`src/rtl/core_ctrl_pkg.sv`:
```
// Shared types and constants for the accumulator-core instruction-cycle sequencer.
package core_ctrl_pkg;

    localparam int PC_W_DEFAULT = 11;

    typedef enum logic [1:0] {
        FILL  = 2'd0,
        EXEC  = 2'd1,
        FLUSH = 2'd2
    } state_t;

    localparam logic [3:0] Q1 = 4'b0001;
    localparam logic [3:0] Q2 = 4'b0010;
    localparam logic [3:0] Q3 = 4'b0100;
    localparam logic [3:0] Q4 = 4'b1000;

endpackage

```
`src/rtl/instr_cycle_ctrl_phase_ring.sv`:
```
// One-hot Q1..Q4 phase rotator; advances only while run is high so a stalled
// cycle resumes on the exact phase it stopped at.
module phase_ring
    import core_ctrl_pkg::*;
(
    input  logic       clk_i,
    input  logic       rst_i,
    input  logic       run_i,
    output logic [3:0] phase_o
);

    logic [3:0] phase_q;

    always_ff @(posedge clk_i or posedge rst_i) begin
        if (rst_i) begin
            phase_q <= Q1;
        end else if (run_i) begin
            phase_q <= {phase_q[2:0], phase_q[3]};
        end
    end

    assign phase_o = phase_q;

endmodule

```
`src/rtl/instr_cycle_ctrl.sv`:
```
// Instruction-cycle sequencer: phase strobes, program counter, IR load,
// W/F write-enable gating and pipeline fill/flush control.
module instr_cycle_ctrl
    import core_ctrl_pkg::*;
#(
    parameter int              PC_W      = PC_W_DEFAULT,
    parameter logic [PC_W-1:0] RESET_VEC = '0
) (
    input  logic            clk,
    input  logic            reset,
    input  logic            run,
    input  logic            is_write,
    input  logic            dest_d,
    input  logic            jump,
    input  logic [PC_W-1:0] jump_target,
    input  logic            skip_req,
    output logic [3:0]      phase,
    output logic [PC_W-1:0] pc,
    output logic            ir_load,
    output logic            nop_out,
    output logic            w_we,
    output logic            f_we,
    output logic [15:0]     retired
);

    localparam logic [PC_W-1:0] PC_ONE = {{(PC_W-1){1'b0}}, 1'b1};

    logic [3:0]      phaseRaw;
    logic            atQ4;
    logic            inExec;

    state_t          state_q, state_d;
    logic [PC_W-1:0] pc_q, pc_d;
    logic [15:0]     retired_q, retired_d;

    phase_ring uPhaseRing (
        .clk_i   (clk),
        .rst_i   (reset),
        .run_i   (run),
        .phase_o (phaseRaw)
    );

    assign atQ4   = run & phaseRaw[3];
    assign inExec = (state_q == EXEC);

    // Every sequencing decision is made on the Q4 clock and becomes visible at Q1.
    always_comb begin
        state_d   = state_q;
        pc_d      = pc_q;
        retired_d = retired_q;
        if (atQ4) begin
            pc_d = pc_q + PC_ONE;
            case (state_q)
                FILL, FLUSH: state_d = EXEC;
                EXEC: begin
                    retired_d = retired_q + 16'd1;
                    if (jump) begin
                        pc_d    = jump_target;
                        state_d = FLUSH;
                    end else if (skip_req) begin
                        state_d = FLUSH;
                    end else begin
                        state_d = EXEC;
                    end
                end
                default: state_d = FILL;
            endcase
        end
    end

    always_ff @(posedge clk or posedge reset) begin
        if (reset) begin
            state_q   <= FILL;
            pc_q      <= RESET_VEC;
            retired_q <= 16'd0;
        end else begin
            state_q   <= state_d;
            pc_q      <= pc_d;
            retired_q <= retired_d;
        end
    end

    assign phase   = phaseRaw & {4{run}};
    assign pc      = pc_q;
    assign retired = retired_q;
    assign ir_load = atQ4;
    assign nop_out = ~inExec;
    assign w_we    = atQ4 & inExec & is_write & ~dest_d;
    assign f_we    = atQ4 & inExec & is_write & dest_d;

endmodule

```
`config.mk`:
```
export PLATFORM = sky130hd
export DESIGN_NAME = instr_cycle_ctrl
export DESIGN_NICKNAME = d
export VERILOG_FILES = /design/src/rtl/core_ctrl_pkg.sv /design/src/rtl/instr_cycle_ctrl_phase_ring.sv /design/src/rtl/instr_cycle_ctrl.sv
export SDC_FILE = /design/constraint.sdc
export NUM_CORES = 1
export LEC_CHECK = 0
export ABC_AREA = 0
export BUFFER_PORTS_ARGS = -buffer_cell sky130_fd_sc_hd__buf_4
export CAP_MARGIN = 20
export CORE_MARGIN = 2
export CORE_UTILIZATION = 50
export CTS_BUF_LIST = sky130_fd_sc_hd__clkbuf_4
export DETAILED_ROUTE_END_ITERATION = 10
export PLACE_DENSITY = 0.86
export SYNTH_ARGS = -nofsm -noshare
export SYNTH_HDL_FRONTEND = slang
export SYNTH_SLANG_ARGS = --single-unit
```
`constraint.sdc`:
```
create_clock -name clk -period 4.3 [get_ports clk]
set_input_delay 0.86 -clock clk [delete_from_list [all_inputs] [get_ports clk]]
set_output_delay 0.86 -clock clk [all_outputs]
set_load 0.01 [all_outputs]
```
; Yosys cells after proc, flatten, opt, wreduce, memory -nomap -nowiden
; Index checks and enable logic that the tools add are counted.
[word_totals]
regBits = 33
input_bits = 18
out_inout_bits = 35
word_cells = 24
[classes]
n_addsub = 2
eq_ne = 2
n_mux = 5
bitwise_logic = 8
reduce_logical = 3
[ops]
columns = operator, n
row1 = $mux W11, 2
row2 = $add A16 B1 Y16 const B, 1
row3 = $add A11 B1 Y11 const B, 1
row4 = $and A1 B1 Y1, 5
row5 = $and A4 B4 Y4, 1
row6 = $mux W2, 2
row7 = $pmux W2 S2, 1
row8 = $eq A2 B1 Y1 const B, 1
row9 = $eq A2 B2 Y1 const B, 1
row10 = $logic_not A2 Y1, 1
row11 = $not A1 Y1, 2
row12 = $reduce_and A2 Y1, 1
row13 = $reduce_or A2 Y1, 1

; Depth between registers and ports, before layout
; Gate-level depths: netlist (run 1).
[depth]
ltp_word = 4
ltp_mapped = 6
mapped_depth_nobuf = 5

; Hierarchy
; Synthesis (run 1) repeated with hierarchy kept, for this count alone.
[unflattened]
hier_cells = 170
area_unflattened_um2 = 1669.1
[modules_own_cells]
columns = module, n_inst, cells_per_inst, area_per_inst_um2, seq_area_each_um2
row1 = instr_cycle_ctrl, 1, 161, 1519.0, 725.7
row2 = phase_ring, 1, 9, 150.1, 101.3

; Least setup slack after synthesis (run 1)
; OpenSTA, ideal clock, no wires.
[synth_path]
kind = input -> output
from = input run
to = output phase[3]
arrival_time_ns = 1.716
required_ns = 3.440
path_slack_ns = 1.724
stages = 5
path_buffers = 3
cell_sequence = buf_6 > nand2_1 > inv_1 > buf_1 > buf_4
[synth_between]
elab_chain_cells = 1
[synth_lines]
columns = element, line
row1 = start: declaration, instr_cycle_ctrl.sv:11  ; input logic run,
row2 = $and A4 B4 Y4, instr_cycle_ctrl.sv:83  ; assign phase = phaseRaw & {4{run}};
row3 = end: declaration, instr_cycle_ctrl.sv:17  ; output logic [3:0] phase,
; Every way passes these cells.

; Final worst setup path (run 1)
[layout_path]
from = input run
to = output ir_load
[layout_between]
elab_chain_cells = 1
[layout_lines]
columns = element, line
row1 = $and A1 B1 Y1, instr_cycle_ctrl.sv:43  ; assign atQ4 = run & phaseRaw[3];
row2 = end: declaration, instr_cycle_ctrl.sv:19  ; output logic ir_load,
; Every way passes these cells.

==> impl_metrics.ini, run 1 <==
[floorplan]
die_area_um2 = 3900
die_w_um = 62.5
num_rows = 21
core_area_um2 = 3310
io_pins = 53
die_y_um = 62.5
start_util_pct = 51.7

[pwr]
p_leak_nw = 1.06
p_per_area_nw_per_um2 = 497
fin_total_pwr_mw = 1.07
ir_worst_vdd_mv = 0.325

[flow_run]
maxCapViolations = 0

[synth]
ys_types = 40
synthCells = 168
yosys_warnings = 0
synth.area.top_cells = dfrtp_1 (47%), nand2_1 (4.2%), a21oi_1 (4.1%)
ys_ff_latch = 33
synth_compound_area_share_pct = 13.2
synth-seq-area-share_pct = 48.4
yosys_most_used_dff = dfrtp_1
synth_top_area_share_pct = 46.8
syn_nets = 188
synth_area_leader_cell = dfrtp_1
yosys.area_share.simple_pct = 22.1
syn_area_um2 = 1710
synth_xor_area_share_pct = 7.68
synth_top_family_by_area = simple AND/OR/NAND/NOR gates
synth_edf_count = 0
post-synth-top-count-cell = dfrtp_1
muxShareOfSynthArea_pct = 2.63
synthAdderAreaFrac_pct = 1.46
async_reset_ff_share_pct = 100
syn_area_per_cell_um2 = 10.2
yosys-top-cells-count = dfrtp_1 (32), nand2_1 (19), a21oi_1 (14), nand3_1 (10)

[sta]
slew_headroom_pct = 51.7
setup_tns_ns = 0
hold_viol = 0
rsz0062_at_grt = no
period_share_pct = 64.3
final.setup.worst_slack_ns = 1.53
max_freq_mhz = 361
fin_skew_ns = 0.0109
worst_pin_slew_ns = 0.723
slew_viol_final = 0
setup_viol_count_final = 0
min_period_ns = 2.77

[setup_path]
cp-startpoint = run
r2r-start = state_q[1]
cp-start-kind = input pin
crit_required_ns = 3.44
cp_max_fo = 17
worstPathArrival_ns = 1.91
critPathCaptureType = primary output
worstSetupPathType = input pin to primary output

[global_route]
grt-ovfl-total = 0
grt_start_max_net_pins = 34
grt_pass1_wl_um = 6430
antenna_found_initial = 0
first_global_vias = 1382
grt_usage_pct = 20.8

[hold_path]
hp-start = retired[15]
hold_class = flip-flop to flip-flop

[outcome]
outcome = completed

[clock_network]
cts_sinks = 33
postCtsResizedCells = 0
cts_root_buffer = clkbuf_4
clkLatencyLatePin_ns = 0.33
htreeDepth = 2
tritoncts = built
clkTransAtPathRegs_ns = 0.09
cts_buffers = 5
clockBufferDepth = 2
postCtsSetupRepairBufs = 0
hold_buffers = 0

[placed_design]
dp.final_hpwl_um = 2600
place_ws_ns = 1.56
portBuffers = 52
gp_congestion = 0.879

[layout]
fin_nets = 238
drive_above_1_share_pct = 33.8
multiInputGateArea_um2 = 806
ff_latch_area_um2 = 827
antenna_cells = 0
syn2layout_area_growth_pct = 25.7
final_util_pct = 64.9
fill_cells = 303

[drt]
routed_wl_um = 3570
drt_pass1_iterations = 5
viasPerCell = 5.46
via_count = 1448
drc = 0
ant_nets = 0
detail_route.wl_per_cell_um = 13.5
first_iter_violations = 150
==> state kept, by name, indices dropped and copies added (netlist names) <==
name and count:
retired 16, state_q 2, uPhaseRing.phase_o 4, pc 11
==> per-layer routing <==
metal	part of all wire, %	global-route usage (%)	vias up
met2	48	32.7	51
met4	1.8	10.8	0
met3	6.3	5.77	7
met5	0	0	-
met1	44	26.4	681
li1	-	-	709
==> path summary, 6_finish.rpt <==
| path | cells after the start | slack (ns) | endpoint |
|---|---|---|---|
| setup / recovery | 4 | 1.53 | ir_load |
| hold / removal | 1 | 0.48 | retired[15] |
| max in group asynchronous | 3 | 3.38 | uPhaseRing.phase_o[0] |
| setup reg to reg | 4 | 2.67 | pc[2] |
| hold reg to reg | 1 | 0.48 | retired[15] |
| min in group asynchronous | 3 | 0.60 | pc[4] |
==> power breakdown <==
group | internal [mW] | total [mW] | switching, mW
sequential | 0.395 | 0.504 | 0.109
combinational | 0.204 | 0.402 | 0.198
clock | 0.0591 | 0.163 | 0.104
total | 0.658 | 1.07 | 0.411
==> cell families (layout without fill, tap and decap cells) <==
family / after synthesis / in the layout
simple gates: 64 / 64
buf+inv: 13 / 64
fa+ha+maj: 2 / 2
mux: 4 / 4
xor+xnor: 15 / 15
compound gates: 37 / 37
flops: 33 / 33
==> critical path: stages <==
cell and delay, ns:
buf_4 0.12, nand2_1 0.24, inv_1 0.47, buf_4 0.21
==> metrics by stage <==
stage | cell area, µm² | instances | hold slack, ns
finish | 2150 | 265 | 0.479
global route | 2150 | 265 | 0.498
CTS | 2150 | 265 | 0.484
detailed placement | 2100 | 257 | 0.471
global placement | 2100 | 257 | 0.463
floorplan | 1710 | 168 | 0.451
==> placed cells by master, fill, tap and decap left out, types with 3 or more instances in the layout <==
| cell | Yosys | routed |
|---|---|---|
| and2_2 | 3 | 3 |
| dfrtp_1 | 32 | 32 |
| mux2_2 | 4 | 4 |
| o21ai_0 | 8 | 8 |
| buf_4 | 2 | 53 |
| and4_1 | 3 | 3 |
| nand2_1 | 19 | 19 |
| nand4_1 | 6 | 6 |
| o22ai_1 | 5 | 5 |
| clkbuf_4 | 0 | 5 |
| a21oi_1 | 14 | 14 |
| nand3_1 | 10 | 10 |
| inv_1 | 3 | 3 |
| xnor2_1 | 7 | 7 |
| xor2_1 | 8 | 8 |
| nor2_1 | 7 | 7 |
| nor3_2 | 3 | 3 |
| and3_1 | 3 | 3 |
| a2bb2oi_1 | 3 | 3 |
==> layout make-up <==
| type | instances | share of cell area, % |
|---|---|---|
| sequential | 33 | 38.5 |
| multi-input combinational | 122 | 37.5 |
| tap | 46 | 2.68 |
| clock inverter | 3 | 0.582 |
| timing repair buffer | 53 | 18.5 |
| clock buffer | 5 | 1.75 |
| inverter | 3 | 0.524 |
(Power assumes the default switching activity.)
==> inputs of run 2 (changes only) <==
--- a/config.mk
+++ b/config.mk
@@ -9,10 +9,10 @@
 export BUFFER_PORTS_ARGS = -buffer_cell sky130_fd_sc_hd__buf_4
 export CAP_MARGIN = 20
 export CORE_MARGIN = 2
-export CORE_UTILIZATION = 50
+export CORE_UTILIZATION = 47
 export CTS_BUF_LIST = sky130_fd_sc_hd__clkbuf_4
 export DETAILED_ROUTE_END_ITERATION = 10
-export PLACE_DENSITY = 0.86
+export PLACE_DENSITY = 0.85
 export SYNTH_ARGS = -nofsm -noshare
 export SYNTH_HDL_FRONTEND = slang
 export SYNTH_SLANG_ARGS = --single-unit
==> constraint.sdc (replaced) <==
create_clock -name clk -period 2.4 [get_ports clk]
set_input_delay 0.48 -clock clk [delete_from_list [all_inputs] [get_ports clk]]
set_output_delay 0.48 -clock clk [all_outputs]
set_load 0.01 [all_outputs]
==> impl_metrics.ini, run 2 (synthesis gave the netlist of run 1 again) <==
[floorplan]
num_rows = 21
die_area_um2 = 4140
die_y_um = 64.3
die_w_um = 64.3
core_area_um2 = 3420
start_util_pct = 50.1
io_pins = 53

[setup_path]
slowest_delay_ns = 0.45
crit_required_ns = 1.92
cp-start-kind = flip-flop
crit_slowest_cell = and4b_4
cp_max_fo = 11
crit_chain = and4b_4 > and3_2 > buf_4
reg2reg_depth = 4
critPathCaptureType = primary output
worstPathArrival_ns = 1.51
worstSetupPathType = flip-flop to primary output

[clock_network]
cts_root_buffer = clkbuf_4
postCtsResizedCells = 0
tritoncts = built
clockBufferDepth = 2
htreeDepth = 2
clkLatencyLatePin_ns = 0.34
cts_sinks = 33
cts_buffers = 5
hold_buffers = 0
postCtsSetupRepairBufs = 0
clkTransAtPathRegs_ns = 0.10

[global_route]
grt-ovfl-total = 0
antenna_found_initial = 0
first_global_vias = 1369
grt_start_max_net_pins = 34
grt_usage_pct = 19.5
grt_pass1_wl_um = 6210

[sta]
worst_pin_slew_ns = 0.409
fin_skew_ns = 0.00520
min_period_ns = 1.99
period_share_pct = 82.8
rsz0062_at_grt = no
slew_headroom_pct = 72.7
setup_viol_count_final = 0
setup_tns_ns = 0
max_freq_mhz = 503
hold_slack_ns = 0.218
hold_viol = 0
final.setup.worst_slack_ns = 0.414
slew_viol_final = 0

[pwr]
p_leak_nw = 1.08
p_per_area_nw_per_um2 = 937
ir_worst_vdd_mv = 0.503

[drt]
detail_route.wl_per_cell_um = 13.8
drc = 0
first_iter_violations = 108
via_count = 1477
drt_pass1_iterations = 4
viasPerCell = 5.53
routed_wl_um = 3670
ant_nets = 0

[layout]
fill_cells = 300
final_common_cell = buf_4
final_util_pct = 64.2
mostFrequentLayoutCells = buf_4 (55), dfrtp_1 (32), nand2_1 (19)
antenna_cells = 0
syn2layout_area_growth_pct = 28.2
drive_above_1_share_pct = 34.8
fin_nets = 240
largest_reg_flops = 16

[placed_design]
portBuffers = 52
dp.final_hpwl_um = 2670
gp_congestion = 0.851
place_ws_ns = 0.642

[outcome]
outcome = completed

[flow_run]
maxCapViolations = 0

[hold_path]
hold_class = input pin to async pin
-- run 2: changes by cell type in the layout (fill, tap and decap cells not counted) --
| cell | before | now |
|---|---|---|
| buf_4 | 53 | 55 |
| bufinv_16 | 0 | 1 |
| clkbuf_4 | 5 | 6 |
| clkinv_1 | 2 | 1 |
| clkinv_2 | 1 | 0 |
-- run 2: power breakdown --
| part | total, mW | leakage (nW) | internal, mW | switching (mW) |
|---|---|---|---|---|
| Clock | 0.413 | 0.0433 | 0.228 | 0.185 |
| Combinational | 0.736 | 0.612 | 0.377 | 0.359 |
| Sequential | 0.906 | 0.427 | 0.708 | 0.199 |
| Total | 2.05 | 1.08 | 1.31 | 0.742 |
-- run 2: worst paths after layout --
path                       slack (ns)         from               endpoint
max reg2reg                      0.82   state_q[1]            retired[12]
min                              0.22        reset             retired[9]
min in group clk                 0.36          run  uPhaseRing.phase_o[0]
max in group asynchronous        1.85        reset  uPhaseRing.phase_o[0]
min reg2reg                      0.48  retired[15]            retired[15]
max                              0.41   state_q[1]                   f_we
-- run 2: critical path, delay by kind of cell (launching register included) --
family / cells / cell delay (ns)
AND/OR/NAND/NOR: 2 / 0.65
flip-flops: 1 / 0.42
buffers and inverters: 1 / 0.11
-- run 2: per-stage QoR --
stage | total power, mW | std cells | cell area [µm²]
after floorplan | 1.31 | 168 | 1710
after global placement | 1.62 | 259 | 2110
after detailed placement | 1.65 | 259 | 2110
after CTS | 2.07 | 267 | 2190
after global routing | 2.21 | 267 | 2190
final | 2.05 | 267 | 2190
-- run 2: layer usage --
metal | up-vias | routed length [µm] | GRT usage, % | share of wire (%)
met1 | 715 | 1630 | 24.3 | 44
met4 | 0 | 57 | 6.38 | 1.6
li1 | 707 | - | - | -
met3 | 6 | 213 | 6.16 | 5.8
met5 | - | 0 | 0 | 0
met2 | 49 | 1770 | 32.0 | 48
-- run 2: final cells by class --
| type | count | area [µm²] | area share [%] |
|---|---|---|---|
| sequential | 33 | 827 | 37.7 |
| multi-input combinational | 122 | 806 | 36.7 |
| timing repair buffer | 55 | 413 | 18.8 |
| tap | 46 | 57.6 | 2.62 |
| clock buffer | 6 | 45.0 | 2.05 |
| clock inverter | 2 | 33.8 | 1.54 |
| inverter | 3 | 11.3 | 0.513 |
